### src/rtl/key_pkg.sv
// rtl/key_pkg.sv - shared types and constants for the key channel selector
// Holds the per-key event FSM state encoding and the synchroniser depth.
package key_pkg;

    localparam int KEY_SYNC_STAGES = 2;

    typedef enum logic [1:0] {
        KEY_IDLE   = 2'd0,
        KEY_HOLD   = 2'd1,
        KEY_REPEAT = 2'd2
    } key_state_e;

endpackage

### src/rtl/key_channel_select_if.sv
// rtl/key_channel_select_if.sv - key/channel bundle between buttons, enable mask and read mux
// Ports:
//   key_next, key_prev : raw asynchronous buttons
//   ch_enable          : per-channel enable mask
//   ch_sel             : selected read channel
//   ch_changed         : one-cycle pulse on a new ch_sel
//   key_held           : {prev, next} debounced pressed level
interface key_channel_select_if #(
    parameter int NUM_CH = 4
);
    localparam int CH_W = $clog2(NUM_CH);

    logic              key_next;
    logic              key_prev;
    logic [NUM_CH-1:0] ch_enable;
    logic [CH_W-1:0]   ch_sel;
    logic              ch_changed;
    logic [1:0]        key_held;

    modport slave (
        input  key_next,
        input  key_prev,
        input  ch_enable,
        output ch_sel,
        output ch_changed,
        output key_held
    );

    modport master (
        output key_next,
        output key_prev,
        output ch_enable,
        input  ch_sel,
        input  ch_changed,
        input  key_held
    );

endinterface

### src/rtl/key_press_event.sv
// rtl/key_press_event.sv - synchroniser, debouncer and press/auto-repeat event FSM for one key
// Ports:
//   clk, rstn : clock, asynchronous active-low reset
//   key_raw   : raw asynchronous button input
//   level     : debounced pressed level (registered)
//   evt       : one-cycle event pulse (press and auto-repeat)
module key_press_event
    import key_pkg::*;
#(
    parameter int DEBOUNCE_CYC   = 2_000_000,
    parameter int LONG_PRESS_CYC = 50_000_000,
    parameter int REPEAT_CYC     = 10_000_000,
    parameter int KEY_ACT_LOW    = 1
) (
    input  logic clk,
    input  logic rstn,
    input  logic key_raw,
    output logic level,
    output logic evt
);
    localparam int DB_W   = $clog2(DEBOUNCE_CYC + 1);
    localparam int TM_MAX = (LONG_PRESS_CYC > REPEAT_CYC) ? LONG_PRESS_CYC : REPEAT_CYC;
    localparam int TM_W   = $clog2(TM_MAX + 1);

    logic [KEY_SYNC_STAGES-1:0] sync_q;
    logic [DB_W-1:0]            db_cnt;
    logic [TM_W-1:0]            tmr;
    key_state_e                 state;

    logic key_norm;
    logic key_s;
    logic db_flip;
    logic rise;

    // Normalise before the synchroniser so its reset value means "released".
    assign key_norm = (KEY_ACT_LOW != 0) ? ~key_raw : key_raw;
    assign key_s    = sync_q[KEY_SYNC_STAGES-1];

    // Flip on the DEBOUNCE_CYC-th consecutive differing sample; the press
    // event is raised from the same condition so it lands with the level.
    assign db_flip = (key_s != level) && (db_cnt == DB_W'(DEBOUNCE_CYC - 1));
    assign rise    = db_flip && !level;

    always_ff @(posedge clk or negedge rstn) begin
        if (!rstn) begin
            sync_q <= '0;
            db_cnt <= '0;
            level  <= 1'b0;
        end else begin
            sync_q <= {sync_q[KEY_SYNC_STAGES-2:0], key_norm};
            if (key_s == level) begin
                db_cnt <= '0;
            end else if (db_flip) begin
                level  <= ~level;
                db_cnt <= '0;
            end else begin
                db_cnt <= db_cnt + 1'b1;
            end
        end
    end

    always_ff @(posedge clk or negedge rstn) begin
        if (!rstn) begin
            state <= KEY_IDLE;
            tmr   <= '0;
            evt   <= 1'b0;
        end else begin
            evt <= 1'b0;
            case (state)
                KEY_IDLE: begin
                    tmr <= '0;
                    if (rise) begin
                        evt   <= 1'b1;
                        state <= KEY_HOLD;
                    end
                end
                KEY_HOLD: begin
                    if (!level) begin
                        state <= KEY_IDLE;
                        tmr   <= '0;
                    end else if (tmr == TM_W'(LONG_PRESS_CYC - 1)) begin
                        // With auto-repeat off the timer parks here until release.
                        if (REPEAT_CYC != 0) begin
                            evt   <= 1'b1;
                            state <= KEY_REPEAT;
                            tmr   <= '0;
                        end
                    end else begin
                        tmr <= tmr + 1'b1;
                    end
                end
                KEY_REPEAT: begin
                    if (!level) begin
                        state <= KEY_IDLE;
                        tmr   <= '0;
                    end else if (tmr == TM_W'(REPEAT_CYC - 1)) begin
                        evt <= 1'b1;
                        tmr <= '0;
                    end else begin
                        tmr <= tmr + 1'b1;
                    end
                end
                default: begin
                    state <= KEY_IDLE;
                    tmr   <= '0;
                end
            endcase
        end
    end

endmodule

### src/rtl/key_channel_select.sv
// rtl/key_channel_select.sv - two-key debounced read-channel selector with skip, wrap/saturate and auto-repeat
// Ports:
//   clk, rstn : clock, asynchronous active-low reset
//   bus       : key_channel_select_if.slave (keys, enable mask in; ch_sel, ch_changed, key_held out)
module key_channel_select
    import key_pkg::*;
#(
    parameter int NUM_CH         = 4,
    parameter int RESET_CH       = 0,
    parameter int DEBOUNCE_CYC   = 2_000_000,
    parameter int LONG_PRESS_CYC = 50_000_000,
    parameter int REPEAT_CYC     = 10_000_000,
    parameter int WRAP           = 1,
    parameter int KEY_ACT_LOW    = 1
) (
    input  logic                  clk,
    input  logic                  rstn,
    key_channel_select_if.slave   bus
);
    localparam int CH_W = $clog2(NUM_CH);

    logic            lvl_next, lvl_prev;
    logic            ev_next, ev_prev;
    logic [CH_W-1:0] ch_sel_q;
    logic            ch_changed_q;
    logic [CH_W-1:0] target;
    logic            found;
    logic            wrapped;
    int              cand;

    key_press_event #(
        .DEBOUNCE_CYC   (DEBOUNCE_CYC),
        .LONG_PRESS_CYC (LONG_PRESS_CYC),
        .REPEAT_CYC     (REPEAT_CYC),
        .KEY_ACT_LOW    (KEY_ACT_LOW)
    ) u_next (
        .clk     (clk),
        .rstn    (rstn),
        .key_raw (bus.key_next),
        .level   (lvl_next),
        .evt     (ev_next)
    );

    key_press_event #(
        .DEBOUNCE_CYC   (DEBOUNCE_CYC),
        .LONG_PRESS_CYC (LONG_PRESS_CYC),
        .REPEAT_CYC     (REPEAT_CYC),
        .KEY_ACT_LOW    (KEY_ACT_LOW)
    ) u_prev (
        .clk     (clk),
        .rstn    (rstn),
        .key_raw (bus.key_prev),
        .level   (lvl_prev),
        .evt     (ev_prev)
    );

    // Nearest enabled channel in the step direction, excluding the current
    // one; simultaneous next/prev events cancel. No hit leaves target as is.
    always_comb begin
        target  = ch_sel_q;
        found   = 1'b0;
        wrapped = 1'b0;
        cand    = 0;
        if (ev_next ^ ev_prev) begin
            for (int i = 1; i < NUM_CH; i++) begin
                cand    = ev_next ? (int'(ch_sel_q) + i) : (int'(ch_sel_q) - i);
                wrapped = (cand >= NUM_CH) || (cand < 0);
                if (cand >= NUM_CH) begin
                    cand = cand - NUM_CH;
                end else if (cand < 0) begin
                    cand = cand + NUM_CH;
                end
                if (!found && bus.ch_enable[CH_W'(cand)] && ((WRAP != 0) || !wrapped)) begin
                    target = CH_W'(cand);
                    found  = 1'b1;
                end
            end
        end
    end

    always_ff @(posedge clk or negedge rstn) begin
        if (!rstn) begin
            ch_sel_q     <= CH_W'(RESET_CH);
            ch_changed_q <= 1'b0;
        end else begin
            ch_sel_q     <= target;
            ch_changed_q <= (target != ch_sel_q);
        end
    end

    assign bus.ch_sel     = ch_sel_q;
    assign bus.ch_changed = ch_changed_q;
    assign bus.key_held   = {lvl_prev, lvl_next};

endmodule

### src/flat_wrapper.sv
// flat-port wrapper written by rule: the top's interface ports become plain ports
module key_channel_select_flat import key_pkg::*;
#(
    parameter int NUM_CH         = 4,
    parameter int RESET_CH       = 0,
    parameter int DEBOUNCE_CYC   = 2_000_000,
    parameter int LONG_PRESS_CYC = 50_000_000,
    parameter int REPEAT_CYC     = 10_000_000,
    parameter int WRAP           = 1,
    parameter int KEY_ACT_LOW    = 1
)
  (clk, rstn, bus_key_next, bus_key_prev, bus_ch_enable, bus_ch_sel, bus_ch_changed, bus_key_held);
  key_channel_select_if #(.NUM_CH(NUM_CH)) bus_i ();
  input  logic clk;
  input  logic rstn;
  input wire logic [$bits(bus_i.key_next)-1:0] bus_key_next;
  input wire logic [$bits(bus_i.key_prev)-1:0] bus_key_prev;
  input wire logic [$bits(bus_i.ch_enable)-1:0] bus_ch_enable;
  output wire logic [$bits(bus_i.ch_sel)-1:0] bus_ch_sel;
  output wire logic [$bits(bus_i.ch_changed)-1:0] bus_ch_changed;
  output wire logic [$bits(bus_i.key_held)-1:0] bus_key_held;
  assign bus_i.key_next = bus_key_next;
  assign bus_i.key_prev = bus_key_prev;
  assign bus_i.ch_enable = bus_ch_enable;
  assign bus_ch_sel = bus_i.ch_sel;
  assign bus_ch_changed = bus_i.ch_changed;
  assign bus_key_held = bus_i.key_held;
  key_channel_select #(.NUM_CH(NUM_CH), .RESET_CH(RESET_CH), .DEBOUNCE_CYC(DEBOUNCE_CYC), .LONG_PRESS_CYC(LONG_PRESS_CYC), .REPEAT_CYC(REPEAT_CYC), .WRAP(WRAP), .KEY_ACT_LOW(KEY_ACT_LOW)) u_core (.clk(clk), .rstn(rstn), .bus(bus_i));
endmodule
### config.mk
export PLATFORM = sky130hd
export DESIGN_NAME = key_channel_select_flat
export DESIGN_NICKNAME = d
export VERILOG_FILES = /design/src/rtl/key_pkg.sv /design/src/rtl/key_channel_select_if.sv /design/src/rtl/key_press_event.sv /design/src/rtl/key_channel_select.sv /design/src/flat_wrapper.sv
export SDC_FILE = /design/constraint.sdc
export NUM_CORES = 1
export LEC_CHECK = 0
export CORE_MARGIN = 8
export CORE_UTILIZATION = 62
export DETAILED_ROUTE_END_ITERATION = 7
export HOLD_SLACK_MARGIN = 0.15
export PLACE_DENSITY_LB_ADDON = 0.3
export SETUP_SLACK_MARGIN = 0.4
export SYNTH_ARGS = -nofsm -noshare
export SYNTH_HDL_FRONTEND = slang
export SYNTH_SLANG_ARGS = --single-unit
### constraint.sdc
create_clock -name clk -period 2.9 [get_ports clk]
set_input_delay 0.435 -clock clk [delete_from_list [all_inputs] [get_ports clk]]
set_output_delay 0.435 -clock clk [all_outputs]
set_load 0.03 [all_outputs]
==> impl_results.md, run 1 <==
- Status: finished clean
- Total negative slack: 0 ns
- Die Ht: 111.9 µm
- Initial Utilization: 62.94%
- Synth warn: 0
- Hold Fails Final Rpt: 0
- Hold Path Origin: u_core.u_prev.sync_q[0]$_DFF_PN0_
- Grt total ovfl: 0
- Htree depth: 3
- Min-Delay Path Class: reg -> reg
- Main flop type after synthesis: dfrtp_1
- Worst path max stage delay: 0.54 ns
- Layout cells sized above 1: 5.428%
- Worst Skew: 0.01166 ns
- Vias in the first global route: 4163
- DRT Pass-1 Iters: 4
- Maximum clock path buffer count: 2
- Remaining DRCs: 0
- Slew HR: 51.34%
- Worst path slowest cell: or4b_4
- Commonest non-fill, non-tap cell in the layout: nor2_1
- Final Max Slew Viols: 0
- Post-CTS Hold Buffers: 1
- Placed wire-length estimate: 7190 µm
- Syn Nets: 611
- Tmin final: 2.237 ns
- CTS tree: built
- Area Overhead vs Synth: 7.566%
- RSZ-0062 raised after global routing: false
- Worst r2r path cells: 6
- F_max: 447.0 MHz
- Root Driver: clkbuf_8
- Netlist cell types: 54
- Most frequent cells in the layout: 112 x nor2_1, 109 x dfrtp_1, 53 x xor2_1
- Rows: 35
- Design Area, Final: 6137 µm²
- Placed inst area: 5917 µm²
- Mapped Cells: 591
- Nets@finish: 623
- Largest net degree at the start of global routing: 55
- Register Area: 2728 µm²
- Seq/Total Area, Yosys: 47.81%
- Fill count: 704
- WHS Endpoint: u_core.u_prev.sync_q[1]$_DFF_PN0_
- GP Congestion: 0.8078
- Worst skew pair latency: 0.37 ns
- Pwr/cell area: 419.9 nW/µm²
- Initial detailed-routing violation count: 249
- CP Capture Type: flop
- # resized after CTS: 0
- Die X-Extent: 111.9 µm
- Multi-input logic area: 2800 µm²
- Final wirelength: 10340 µm
- Die ar.: 12530 µm²
- Max-cap violations: 0
- CP Buf/Inv Count: 1
- Post-CTS Setup Bufs: 0
- Worst hold slack: 0.3525 ns
- FF-to-FF Start: u_core.u_prev.tmr[16]$_DFF_PN0_
- Crit-path cells: or4b_4, nor4_4, nand4_2, a41oi_4, buf_4, nor2_1
- Core Box Area: 9065 µm²
- Syn_area_per_cell: 9.654 µm²
- Clock-pin slew on the worst setup and hold paths: 0.10 ns
- Num CTS Buffers: 9
- Worst Hold Depth: 0
- Final ANT Viol Nets: 0
- Post-synthesis async set-or-reset flop share: 100.0%
- Max VDD drop: 0.2488 mV
- Antenna diodes: 0
- Reg2Reg Capture Point: u_core.u_prev.tmr[23]$_DFF_PN0_
- Via total after detailed routing: 4154
- Synthesized flop and latch total: 109
- CP Class: reg -> reg
- Number of synthesized flops with an enable pin: 0
- Crit share post-route: 77.14%
- P_leak: 2.485 nW
- Mapped Area: 5705 µm²
- GRT Total Usage: 17.52%
- Initial antenna violation count: 0
- Wire length per cell: 14.38 µm
- Required time worst endpoint: 3.16 ns
- R2R setup slack: 0.66 ns
- Sink Count: 109
- # IOs: 13
- Buffers on Ports: 12
- Avg Vias per Cell: 5.777
- First-pass GRT wire length: 18460 µm
- CP Max Fanout: 26
- Startpoint types: flop
- Largest delay share family, worst path: simple AND/OR/NAND/NOR gates
- CP Data Arrival Time: 2.50 ns
- Slew @ Worst Pin: 0.7239 ns
- Final setup fails: 0
[per-stage QoR]
stage               power, mW  utilization, %  std cells  worst slack [ns]
floorplan               1.595               -        591            0.8709
global placement        1.644           65.27        702            0.7388
detailed placement      1.648           65.27        702            0.6833
CTS                     2.614           67.70        719            0.6377
global route            2.669           67.70        719            0.4698
finish                  2.577           67.70        719            0.6628
[metal layers]
layer	wire length [µm]	global-route usage (%)
met5	0	0
met4	158	5.935
met3	371	4.167
met2	4999	28.72
met1	4809	22.32
[flip-flops by register name (all words and copies together) (netlist names)]
| signal | cells |
|---|---|
| u_core.u_prev.evt | 1 |
| u_core.u_prev.sync_q | 2 |
| u_core.u_prev.tmr | 26 |
| u_core.bus.ch_changed | 1 |
| u_core.u_next.level | 1 |
| u_core.u_next.db_cnt | 21 |
| u_core.u_prev.db_cnt | 21 |
| u_core.u_next.tmr | 26 |
| u_core.u_next.state | 2 |
| u_core.u_next.evt | 1 |
| u_core.u_prev.state | 2 |
| u_core.bus.ch_sel | 2 |
| u_core.u_next.sync_q | 2 |
| u_core.u_prev.level | 1 |
[layout make-up]
cell class / instances / share of cell area [%]
clock inverter: 4 / 0.8970
clock buffer: 12 / 2.528
timing repair buffer: 20 / 3.140
sequential: 109 / 44.44
tap: 111 / 2.263
inverter: 18 / 1.101
multi-input combinational: 445 / 45.63
[how the worst max path moves through the flow]
stage,cells past startpoint,end,slack (ns),start
after floorplan,6,u_core.u_prev.tmr[10]$_DFF_PN0_,0.87,u_core.u_prev.tmr[11]$_DFF_PN0_
after global placement,6,u_core.u_prev.tmr[13]$_DFF_PN0_,0.74,u_core.u_prev.tmr[22]$_DFF_PN0_
after detailed placement,6,u_core.u_prev.tmr[23]$_DFF_PN0_,0.68,u_core.u_prev.tmr[22]$_DFF_PN0_
after CTS,6,u_core.u_prev.tmr[23]$_DFF_PN0_,0.64,u_core.u_prev.tmr[22]$_DFF_PN0_
after global routing,5,u_core.u_next.db_cnt[5]$_DFF_PN0_,0.47,u_core.u_next.level$_DFFE_PN0P_
final,6,u_core.u_prev.tmr[23]$_DFF_PN0_,0.66,u_core.u_prev.tmr[16]$_DFF_PN0_
[logic make-up (layout without fill, tap and decap cells)]
logic type | after synthesis | count (layout) | synth area share, %
adders and majority gates | 12 | 12 | 2.632
AOI/OAI and AO/OA | 32 | 32 | 4.101
muxes | 5 | 5 | 1.096
buffers and inverters | 37 | 54 | 3.114
DFF | 109 | 109 | 47.81
xor gates and xnor gates | 92 | 92 | 14.12
and+or+nand+nor | 304 | 304 | 27.13
[worst reg2reg max path, delay by kind of cell (launching register included)]
| family | cells | cell delay [ns] |
|---|---|---|
| flip-flops | 1 | 0.45 |
| AO/OA/AOI/OAI | 1 | 0.25 |
| AND/OR/NAND/NOR | 4 | 1.13 |
| buffers and inverters | 1 | 0.29 |
[report_power, final]
group	internal (mW)	switching (mW)
Sequential	1.53	0.00797
Combinational	0.0257	0.0539
Clock	0.452	0.509
Total	2.01	0.571
[synthesized netlist by cell type (all sizes together) (7+ instances only)]
| cell | instances | area [µm²] |
|---|---|---|
| o21ai | 7 | 35.03 |
| xnor2 | 39 | 341.6 |
| xor2 | 53 | 464.2 |
| and4 | 9 | 78.83 |
| clkbuf | 7 | 27.52 |
| and3 | 14 | 87.58 |
| dfrtp | 109 | 2728 |
| ha | 12 | 150.1 |
| a21oi | 7 | 35.03 |
| nand2 | 37 | 138.9 |
| nor2 | 112 | 420.4 |
| nand3 | 46 | 230.2 |
| buf | 12 | 82.58 |
| inv | 18 | 67.56 |
| nand4 | 22 | 143.9 |
| nor3 | 16 | 80.08 |
| nor4 | 11 | 96.34 |
| and2 | 9 | 56.30 |
No activity file was read; power rests on OpenSTA's default activity.
==> run 2: changes to the inputs <==
==> constraint.sdc (replaced) <==
create_clock -name clk -period 2.15 [get_ports clk]
set_input_delay 0.3225 -clock clk [delete_from_list [all_inputs] [get_ports clk]]
set_output_delay 0.3225 -clock clk [all_outputs]
set_load 0.03 [all_outputs]
==> impl_results.md, run 2 (synthesized netlist as in run 1, its figures left out) <==
- R2R setup slack: -0.02 ns (was 0.66 ns)
- Sw Pwr: 0.7876 mW (was 0.5710 mW)
- Avg Vias per Cell: 6.032 (was 5.777)
- Final Max Slew Viols: 0 (unchanged)
- Wire length per cell: 18.39 µm (was 14.38 µm)
- Rows: 35 (unchanged)
- Area Overhead vs Synth: 27.68% (was 7.566%)
- Violated checks: setup timing
- Worst Skew: 0.009067 ns (was 0.01166 ns)
- Largest registers: u_core.u_next.tmr: 26 flops, u_core.u_prev.tmr: 26 flops (unchanged)
- Remaining DRCs: 0 (unchanged)
- Min-Delay Path Class: reg -> reg (unchanged)
- GP Congestion: 0.8194 (was 0.8078)
- Initial detailed-routing violation count: 384 (was 249)
- First-pass GRT wire length: 21920 µm (was 18460 µm)
- Clock-pin slew on the worst setup and hold paths: 0.10 ns (about the same)
- Root Driver: clkbuf_8 (unchanged)
- Final setup fails: 17 (was 0)
- Register Area: 2738 µm² (was 2728 µm²)
- Max VDD drop: 0.4163 mV (was 0.2488 mV)
- Slew HR: 50.18% (was 51.34%)
- Hold Fails Final Rpt: 0 (unchanged)
- Worst Setup Slack, final: -0.02001 ns (was 0.6628 ns)
- GRT Total Usage: 21.20% (was 17.52%)
- Tmin final: 2.170 ns (was 2.237 ns)
- Int Power: 2.761 mW (was 2.006 mW)
- CP Max Fanout: 13 (was 26)
- Most frequent cells in the layout: 101 x dfrtp_1, 74 x nor2_1, 52 x xor2_1 (was 112 x nor2_1, 109 x dfrtp_1, 53 x xor2_1)
- Via total after detailed routing: 4723 (was 4154)
- DP Worst Slack: 0.1003 ns (was 0.6833 ns)
- Final wirelength: 14400 µm (was 10340 µm)
- Maximum clock path buffer count: 2 (unchanged)
- Sequential power share: 58.4% (was 59.6%)
- Die ar.: 12530 µm² (unchanged)
- Die Ht: 111.9 µm (unchanged)
- Core Box Area: 9065 µm² (unchanged)
- RSZ-0062 raised after global routing: true (was false)
- Required time worst endpoint: 2.41 ns (was 3.16 ns)
- Placed wire-length estimate: 7645 µm (was 7190 µm)
- Initial Utilization: 62.94% (unchanged)
- Worst skew pair latency: 0.37 ns (about the same)
- DRT Pass-1 Iters: 7 (was 4)
- Commonest non-fill, non-tap cell in the layout: dfrtp_1 (was nor2_1)
- Grt total ovfl: 0 (unchanged)
- F_max: 460.8 MHz (was 447.0 MHz)
- Combinational Power Share: 4.2% (was 3.1%)
- Htree depth: 3 (unchanged)
- Slew @ Worst Pin: 0.7370 ns (was 0.7239 ns)
- Die X-Extent: 111.9 µm (unchanged)
- Max-cap violations: 0 (unchanged)
- Final ANT Viol Nets: 0 (unchanged)
- CTS tree: built (unchanged)
- # IOs: 13 (unchanged)
- Largest net degree at the start of global routing: 51 (was 55)
- Multi-input logic area: 3302 µm² (was 2800 µm²)
- CP Data Arrival Time: 2.43 ns (was 2.50 ns)
- Clock network fraction of design power: 37.4% (was 37.3%)
- Initial antenna violation count: 0 (unchanged)
- Vias in the first global route: 4672 (was 4163)
- Layout cells sized above 1: 25.89% (was 5.428%)
- Status: finished, violations left (was finished clean)
- Num CTS Buffers: 9 (unchanged)
- P_leak: 2.946 nW (was 2.485 nW)
- Sw Ratio: 22.19% (was 22.16%)
- Pwr/cell area: 487.2 nW/µm² (was 419.9 nW/µm²)
- Nets@finish: 687 (was 623)
- Fill count: 512 (was 704)
- Crit share post-route: 100.9% (was 77.14%)
- Antenna diodes: 0 (unchanged)
- CP Class: reg -> reg (unchanged)
- Core Util, Final: 80.36% (was 67.70%)
- Startpoint types: flop (unchanged)
- CP Capture Type: flop (unchanged)
- Buffers on Ports: 12 (unchanged)
- Sink Count: 109 (unchanged)
==> run 2: changes by cell type in the layout (fill, tap and decap cells not counted), moves of 6 or more <==
cell / change
nor4_1: -6
buf_6: +8
dfrtp_1: -8
nor2_2: +15
nor2_1: -38
buf_4: +43
nor2_4: +23
dfrtp_2: +8
==> run 2: power by group through the flow <==
stage	Clock (mW)	Combinational [mW]	Sequential, mW
after global routing	1.42	0.168	2.07
final	1.33	0.150	2.07
after global placement	0	0.111	2.11
after floorplan	0	0.0408	2.11
after CTS	1.35	0.127	2.07
after detailed placement	0	0.114	2.11
==> run 2: stage by stage <==
step | instances | setup TNS (ns) | hold slack, ns | power (mW) | area, µm²
after floorplan | 591 | 0 | 0.02691 | 2.151 | 5772
after global placement | 712 | 0 | 0.2631 | 2.223 | 6073
after detailed placement | 712 | 0 | 0.2683 | 2.228 | 6073
after CTS | 766 | 0 | 0.3586 | 3.547 | 6888
after global routing | 783 | -1.092 | 0.3770 | 3.660 | 7284
final | 783 | -0.1103 | 0.3550 | 3.549 | 7284
==> run 2: worst max-delay path: stages (launching register included) <==
cell and delay [ns]:
dfrtp_1 0.43, or4b_4 0.54, nor4_4 0.30, a31oi_2 0.19, a41oi_4 0.25, buf_4 0.16
buf_12 0.13, nor2_1 0.06
==> run 2: final cells by class <==
class | instances | share of cell area [%]
clock buffer | 14 | 2.370
clock inverter | 2 | 0.5325
inverter | 18 | 0.9275
multi-input combinational | 448 | 45.33
sequential | 109 | 37.58
tap | 111 | 1.907
timing repair buffer | 81 | 11.35
==> run 2: worst paths after layout <==
check | start | to | depth (start not counted)
max in group asynchronous | rstn | u_core.u_next.tmr[13]$_DFF_PN0_ | 3
min in group asynchronous | rstn | u_core.u_prev.tmr[13]$_DFF_PN0_ | 2
hold / removal | u_core.u_prev.sync_q[0]$_DFF_PN0_ | u_core.u_prev.sync_q[1]$_DFF_PN0_ | 0
hold reg to reg | u_core.u_prev.sync_q[0]$_DFF_PN0_ | u_core.u_prev.sync_q[1]$_DFF_PN0_ | 0
setup / recovery | u_core.u_prev.tmr[16]$_DFF_PN0_ | u_core.u_prev.tmr[23]$_DFF_PN0_ | 7
setup reg to reg | u_core.u_prev.tmr[16]$_DFF_PN0_ | u_core.u_prev.tmr[23]$_DFF_PN0_ | 7
==> run 2: repair_timing <==
item                                    CTS  global route
endpoints found under the setup margin   98           101
gates resized for setup                  62            64
cloned                                    5             4
pin swaps                                20            22
buffers inserted                         32            13
endpoints found under the hold margin    26             0
hold buffers                              1             0
==> run 2: routing by layer <==
| metal | track usage (%) | up-vias | wire length (µm) |
|---|---|---|---|
| met3 | 4.437 | 41 | 773 |
| met1 | 24.39 | 2352 | 5619 |
| li1 | - | 2180 | - |
| met4 | 7.194 | 0 | 401 |
| met2 | 38.29 | 150 | 7604 |
| met5 | 0 | - | 0 |
